`src/rtl/core_clock_ctrl.sv`:
```
// Core clock/reset sequencer: divides clk50 into the CPU core clock and adds
// free-run, halt, single-step, N-cycle burst and breakpoint control plus reset sequencing.
module core_clock_ctrl #(
    parameter int DIV        = 2,
    parameter int POR_CYCLES = 33554432,
    parameter int DEB_CYCLES = 500000,
    parameter int BURST_W    = 16,
    parameter int CNT_W      = 32
) (
    input  logic               clk50,
    input  logic               rst_n,
    input  logic               key_rst_n,
    input  logic               soft_rst_req,
    input  logic               run_sw,
    input  logic               step_key_n,
    input  logic               break_req,
    input  logic               burst_start,
    input  logic [BURST_W-1:0] burst_len,
    output logic               core_clk,
    output logic               core_rise,
    output logic               core_rst,
    output logic               halted,
    output logic [CNT_W-1:0]   cycle_count
);

    localparam int PRE_W = (DIV > 1) ? $clog2(DIV) : 1;
    localparam int POR_W = (POR_CYCLES > 0) ? $clog2(POR_CYCLES + 1) : 1;
    localparam int DEB_W = (DEB_CYCLES > 0) ? $clog2(DEB_CYCLES + 1) : 1;

    localparam logic [PRE_W-1:0] PRE_LAST = PRE_W'(DIV - 1);
    localparam logic [POR_W-1:0] POR_MAX  = POR_W'(POR_CYCLES);
    localparam logic [DEB_W-1:0] DEB_LAST = DEB_W'(DEB_CYCLES - 1);

    typedef enum logic [2:0] {
        ST_RESET,
        ST_RUN,
        ST_HALT,
        ST_STEP,
        ST_BURST
    } state_t;

    state_t             state;
    state_t             state_nxt;
    logic               clk_nxt;
    logic [BURST_W-1:0] remain;
    logic [BURST_W-1:0] remain_nxt;

    logic               key_meta;
    logic               key_sync;
    logic               step_meta;
    logic               step_sync;
    logic [PRE_W-1:0]   pre;
    logic               tick;
    logic [POR_W-1:0]   por_cnt;
    logic               por_done;
    logic               reset_cause;
    logic               deb_level;
    logic [DEB_W-1:0]   deb_cnt;
    logic               step_evt;

    // Synchronisers idle high so a block reset alone does not lengthen the POR sequence.
    always_ff @(posedge clk50) begin
        if (!rst_n) begin
            key_meta  <= 1'b1;
            key_sync  <= 1'b1;
            step_meta <= 1'b1;
            step_sync <= 1'b1;
        end else begin
            key_meta  <= key_rst_n;
            key_sync  <= key_meta;
            step_meta <= step_key_n;
            step_sync <= step_meta;
        end
    end

    assign tick = (pre == PRE_LAST);

    always_ff @(posedge clk50) begin
        if (!rst_n) begin
            pre <= '0;
        end else if (tick) begin
            pre <= '0;
        end else begin
            pre <= pre + PRE_W'(1);
        end
    end

    assign reset_cause = ~key_sync | soft_rst_req;
    assign por_done    = (por_cnt == POR_MAX);

    always_ff @(posedge clk50) begin
        if (!rst_n) begin
            por_cnt <= '0;
        end else if (reset_cause) begin
            por_cnt <= '0;
        end else if (!por_done) begin
            por_cnt <= por_cnt + POR_W'(1);
        end
    end

    // The key must differ from the accepted level for DEB_CYCLES straight cycles to be taken.
    always_ff @(posedge clk50) begin
        if (!rst_n) begin
            deb_level <= 1'b1;
            deb_cnt   <= '0;
            step_evt  <= 1'b0;
        end else begin
            step_evt <= 1'b0;
            if (step_sync == deb_level) begin
                deb_cnt <= '0;
            end else if (deb_cnt == DEB_LAST) begin
                deb_level <= step_sync;
                deb_cnt   <= '0;
                step_evt  <= ~step_sync;
            end else begin
                deb_cnt <= deb_cnt + DEB_W'(1);
            end
        end
    end

    always_comb begin
        state_nxt  = state;
        clk_nxt    = core_clk;
        remain_nxt = remain;
        if (reset_cause) begin
            state_nxt  = ST_RESET;
            clk_nxt    = 1'b0;
            remain_nxt = '0;
        end else begin
            case (state)
                ST_RESET: begin
                    clk_nxt = 1'b0;
                    if (por_done) begin
                        state_nxt = run_sw ? ST_RUN : ST_HALT;
                    end
                end
                ST_RUN: begin
                    // Halting only from the high phase keeps every core cycle complete.
                    if (tick) begin
                        if (core_clk && (break_req || !run_sw)) begin
                            clk_nxt   = 1'b0;
                            state_nxt = ST_HALT;
                        end else begin
                            clk_nxt = ~core_clk;
                        end
                    end
                end
                ST_HALT: begin
                    clk_nxt = 1'b0;
                    if (step_evt) begin
                        state_nxt = ST_STEP;
                    end else if (burst_start && (burst_len != '0)) begin
                        state_nxt  = ST_BURST;
                        remain_nxt = burst_len;
                    end else if (run_sw && !break_req) begin
                        state_nxt = ST_RUN;
                    end
                end
                ST_STEP: begin
                    if (tick) begin
                        clk_nxt = ~core_clk;
                        if (core_clk) begin
                            state_nxt = ST_HALT;
                        end
                    end
                end
                ST_BURST: begin
                    if (tick) begin
                        clk_nxt = ~core_clk;
                        if (core_clk) begin
                            remain_nxt = remain - BURST_W'(1);
                            if ((remain == BURST_W'(1)) || break_req) begin
                                state_nxt = ST_HALT;
                            end
                        end
                    end
                end
                default: begin
                    state_nxt = ST_RESET;
                    clk_nxt   = 1'b0;
                end
            endcase
        end
    end

    // Outputs are decoded from next-state so they all switch on the same clk50 edge.
    always_ff @(posedge clk50) begin
        if (!rst_n) begin
            state       <= ST_RESET;
            remain      <= '0;
            core_clk    <= 1'b0;
            core_rise   <= 1'b0;
            core_rst    <= 1'b1;
            halted      <= 1'b0;
            cycle_count <= '0;
        end else begin
            state     <= state_nxt;
            remain    <= remain_nxt;
            core_clk  <= clk_nxt;
            core_rise <= clk_nxt & ~core_clk;
            core_rst  <= (state_nxt == ST_RESET);
            halted    <= (state_nxt == ST_HALT);
            if (state_nxt == ST_RESET) begin
                cycle_count <= '0;
            end else if (clk_nxt && !core_clk) begin
                cycle_count <= cycle_count + CNT_W'(1);
            end
        end
    end

endmodule

```
`config.mk`:
```
export PLATFORM = sky130hd
export DESIGN_NAME = core_clock_ctrl
export DESIGN_NICKNAME = d
export VERILOG_FILES = /design/src/rtl/core_clock_ctrl.sv
export SDC_FILE = /design/constraint.sdc
export NUM_CORES = 1
export LEC_CHECK = 0
export ABC_AREA = 1
export BUFFER_PORTS_ARGS = -buffer_cell sky130_fd_sc_hd__buf_2
export CORE_MARGIN = 1.5
export CORE_UTILIZATION = 60
export CTS_CLUSTER_DIAMETER = 80
export DETAILED_ROUTE_END_ITERATION = 10
export PLACE_DENSITY = 0.81
export SLEW_MARGIN = 15
export SYNTH_ARGS = -nofsm -noshare
export SYNTH_HDL_FRONTEND = slang
export SYNTH_SLANG_ARGS = --single-unit
```
`constraint.sdc`:
```
create_clock -name clk50 -period 1.87 [get_ports clk50]
set_clock_uncertainty 0.15 [all_clocks]
set_input_delay 0.374 -clock clk50 [delete_from_list [all_inputs] [get_ports clk50]]
set_output_delay 0.374 -clock clk50 [all_outputs]
set_load 0.005 [all_outputs]
```
==> flow_summary.toml <==
[global_routing]
grt_max_degree = 26
grtUsageMet3 = 0.06452
grt_util_met1 = 0.3522
grt-ovfl-total = 0
grt_busiest_layer = "met2"
grt_antenna_before_repair = 0
grt_util_all_layers = 0.2779
use_met2 = 0.4646
grt_pass1_vias = 5547
grt_first_pass_wirelength_mm = 23.67

[clock_tree]
h-tree-depth = 3
clockBufferDepth = 2
cts.sinks = 107
clkLatencyLatePin_ps = 400
cts-buffers-inserted = 9
cts_tree = "done"
clkTransAtPathRegs_ps = 110
root_buffer = "clkbuf_8"

[synthesis]
yosysUniqueCellTypes = 45
yosysWarningCount = 0
ys_seq_area_frac = 0.3539
async_flop_share = 0
syn_avg_cell_area_um2 = 6.704
synth_area_um2 = 6053
yosysTopAreaCellShare = 0.3539
ys_seq_elements = 107
synth_nets = 933
synth_edf_count = 0
ys_top_cells_by_area = "dfxtp_1 (35%), nand2_1 (14%), nor2_1 (8.1%), inv_1 (6.3%), a21oi_1 (5.5%)"
netlist_instances = 903
ys.flop_type = "dfxtp_1"
synth_top_cell_by_area = "dfxtp_1"

[placement]
gp_congestion = 0.8918
dpl_cell_area_um2 = 6870
placed_cells = 1132
io_buffers = 59
dp_worst_setup_slack_ps = -93.69
dp_hpwl_mm = 10.51

[timing]
post-route-min-period_ps = 1877
setup_tns_ps = -6.835
finalHoldViolations = 0
fin_ws_ps = -6.835
slew_viol_final = 0
worst_pin_slew_ps = 353.1
fmax_mhz = 532.8
period_share = 1.004
setup_violations = 1
slew-limit-headroom = 0.7646
rsz0062_at_grt = "true"

[drt]
first_pass_iters = 6
wl_per_cell_um = 13.42
via_per_inst = 5.338
drtIter0Drc = 321
drc = 0
dr_total_vias = 6213
ant_nets = 0
wirelength_mm = 15.62

[pwr]
p_leak_nw = 3.235
peakVddDrop_mv = 0.7212
p_per_area_nw_per_um2 = 543.8

[cells_and_area]
design_area_um2 = 7585
area_growth_syn_to_layout_pct = 25.30
antennaDiodeCount = 0
layout_commonest_cell = "nand2_1"
final_cell_mix = "nand2_1 (216), nor2_1 (114), inv_1 (96), dfxtp_1 (93), buf_4 (61)"
drive_gt1_frac = 0.2629
fillers = 738
final_core_util = 0.7760
fin_cells = 1164
final_nets = 1056

[worst_setup_path]
cp-start-kind = "flip-flop"
worstPathCellList = "nor2_1, nand2_1, nor2_2, nand2_1, nand2_1, nand2_1, nand2_1, nand2_1, inv_1, nand2_2, nand2_4, clkbuf_16, a21oi_2"
required_ps = 2020
critPathKind = "reg -> reg"
r2r_cells = 13
arrival_ps = 2020
crit_path_max_fanout = 8
crit_path_end_kind = "flip-flop"
max_stage_delay_ps = 370
critPathSlowestCell = "dfxtp_1"
cpMostUsedCell = "nand2_1"
ff2ff_setup_slack_ps = -7

[run]
drv_cap = 0

[die]
io_pins = 60
dieWidth_um = 103.4
fp-row-count = 36
start_util = 0.6193
core_area_um2 = 9774
die_h_um = 103.4
die_area_um2 = 10700

[run_status]
run_status = "complete, but fails checks"
failed_checks = "setup timing"

[worst_hold_path]
hold_depth = 2
min_path_type = "in -> reg"
sequential cells by signal, summed over array words and instances (netlist names):
signal	flops
core_rst	1
step_meta	1
deb_cnt	19
deb_level	1
step_evt	1
key_sync	1
core_clk	1
core_rise	1
key_meta	1
por_cnt	26
step_sync	1
state	3
halted	1
cycle_count	32
remain	16
pre	1
report_power, final:
group / switching (mW) / internal [mW] / leakage (nW)
combinational: 0.0786 / 0.0637 / 2.24
clock: 0.902 / 0.793 / 0.121
sequential: 0.00420 / 2.28 / 0.871
repair_timing:
item,in CTS,in global routing
gates cloned,0,3
resized for setup,1,93
hold buffers,0,0
endpoints found under the setup margin,1,56
buffers inserted,0,13
pin swaps,0,33
path summary, 6_finish.rpt:
path,start,to
setup / recovery,remain[4],cycle_count[14]
hold / removal,step_key_n,step_meta
setup reg to reg,remain[4],cycle_count[14]
hold reg to reg,key_meta,key_sync
per-stage QoR:
step | power (mW) | hold WS [ps]
final | 4.124 | 17.49
after CTS | 4.148 | 5.656
after global routing | 4.254 | 6.921
after detailed placement | 2.480 | 259.7
after global placement | 2.477 | 243.8
after floorplan | 2.408 | 242.5
kinds of logic after synthesis:
| kind of cell | synth area share |
|---|---|
| AO/OA/AOI/OAI | 0.1251 |
| buffers and inverters | 0.09033 |
| AND/OR/NAND/NOR | 0.3510 |
| flip-flops | 0.3539 |
| multiplexers | 0.01819 |
| adder cells (fa/ha/maj) | 0.01240 |
| XOR/XNOR | 0.04919 |
layer usage:
layer  vias up  share of wire
li1       3156              -
met1      2829           0.44
met2       197           0.48
met3        31          0.057
met4         0          0.022
met5         -              0
layout make-up:
| class | instances | area [um2] | area share |
|---|---|---|---|
| Clock buffer | 9 | 123.9 | 0.01633 |
| Clock inverter | 7 | 116.4 | 0.01534 |
| Inverter | 111 | 424.2 | 0.05592 |
| Multi-Input combinational cell | 666 | 3627 | 0.4782 |
| Sequential cell | 107 | 2165 | 0.2854 |
| Tap cell | 133 | 166.4 | 0.02194 |
| Timing Repair Buffer | 131 | 962.2 | 0.1269 |
critical path: cells and delay by family, from the launching register on:
kind                   cells  cell delay, ps
flip-flops                 1             370
buffers and inverters      2             280
AO/OA/AOI/OAI              1              60
AND/OR/NAND/NOR           10             910
synth_stat cells (2+ instances only):
cell type	number
nand2_1	223
nor2_1	131
dfxtp_1	107
inv_1	102
a21oi_1	66
o21ai_0	42
nand3_1	32
nor3_1	30
xor2_1	26
nand4_1	13
a21oi_2	11
mux2i_1	11
or2_2	9
xnor2_1	8
inv_2	7
nand3b_1	7
nor4_1	7
buf_2	6
clkbuf_1	6
ha_1	6
nor3b_1	6
a21boi_0	5
buf_6	5
nor3_2	5
a31oi_1	4
nand2_2	4
and3_1	3
nor2_2	2
o211ai_1	2
o31ai_1	2
(Power assumes the default switching activity.)
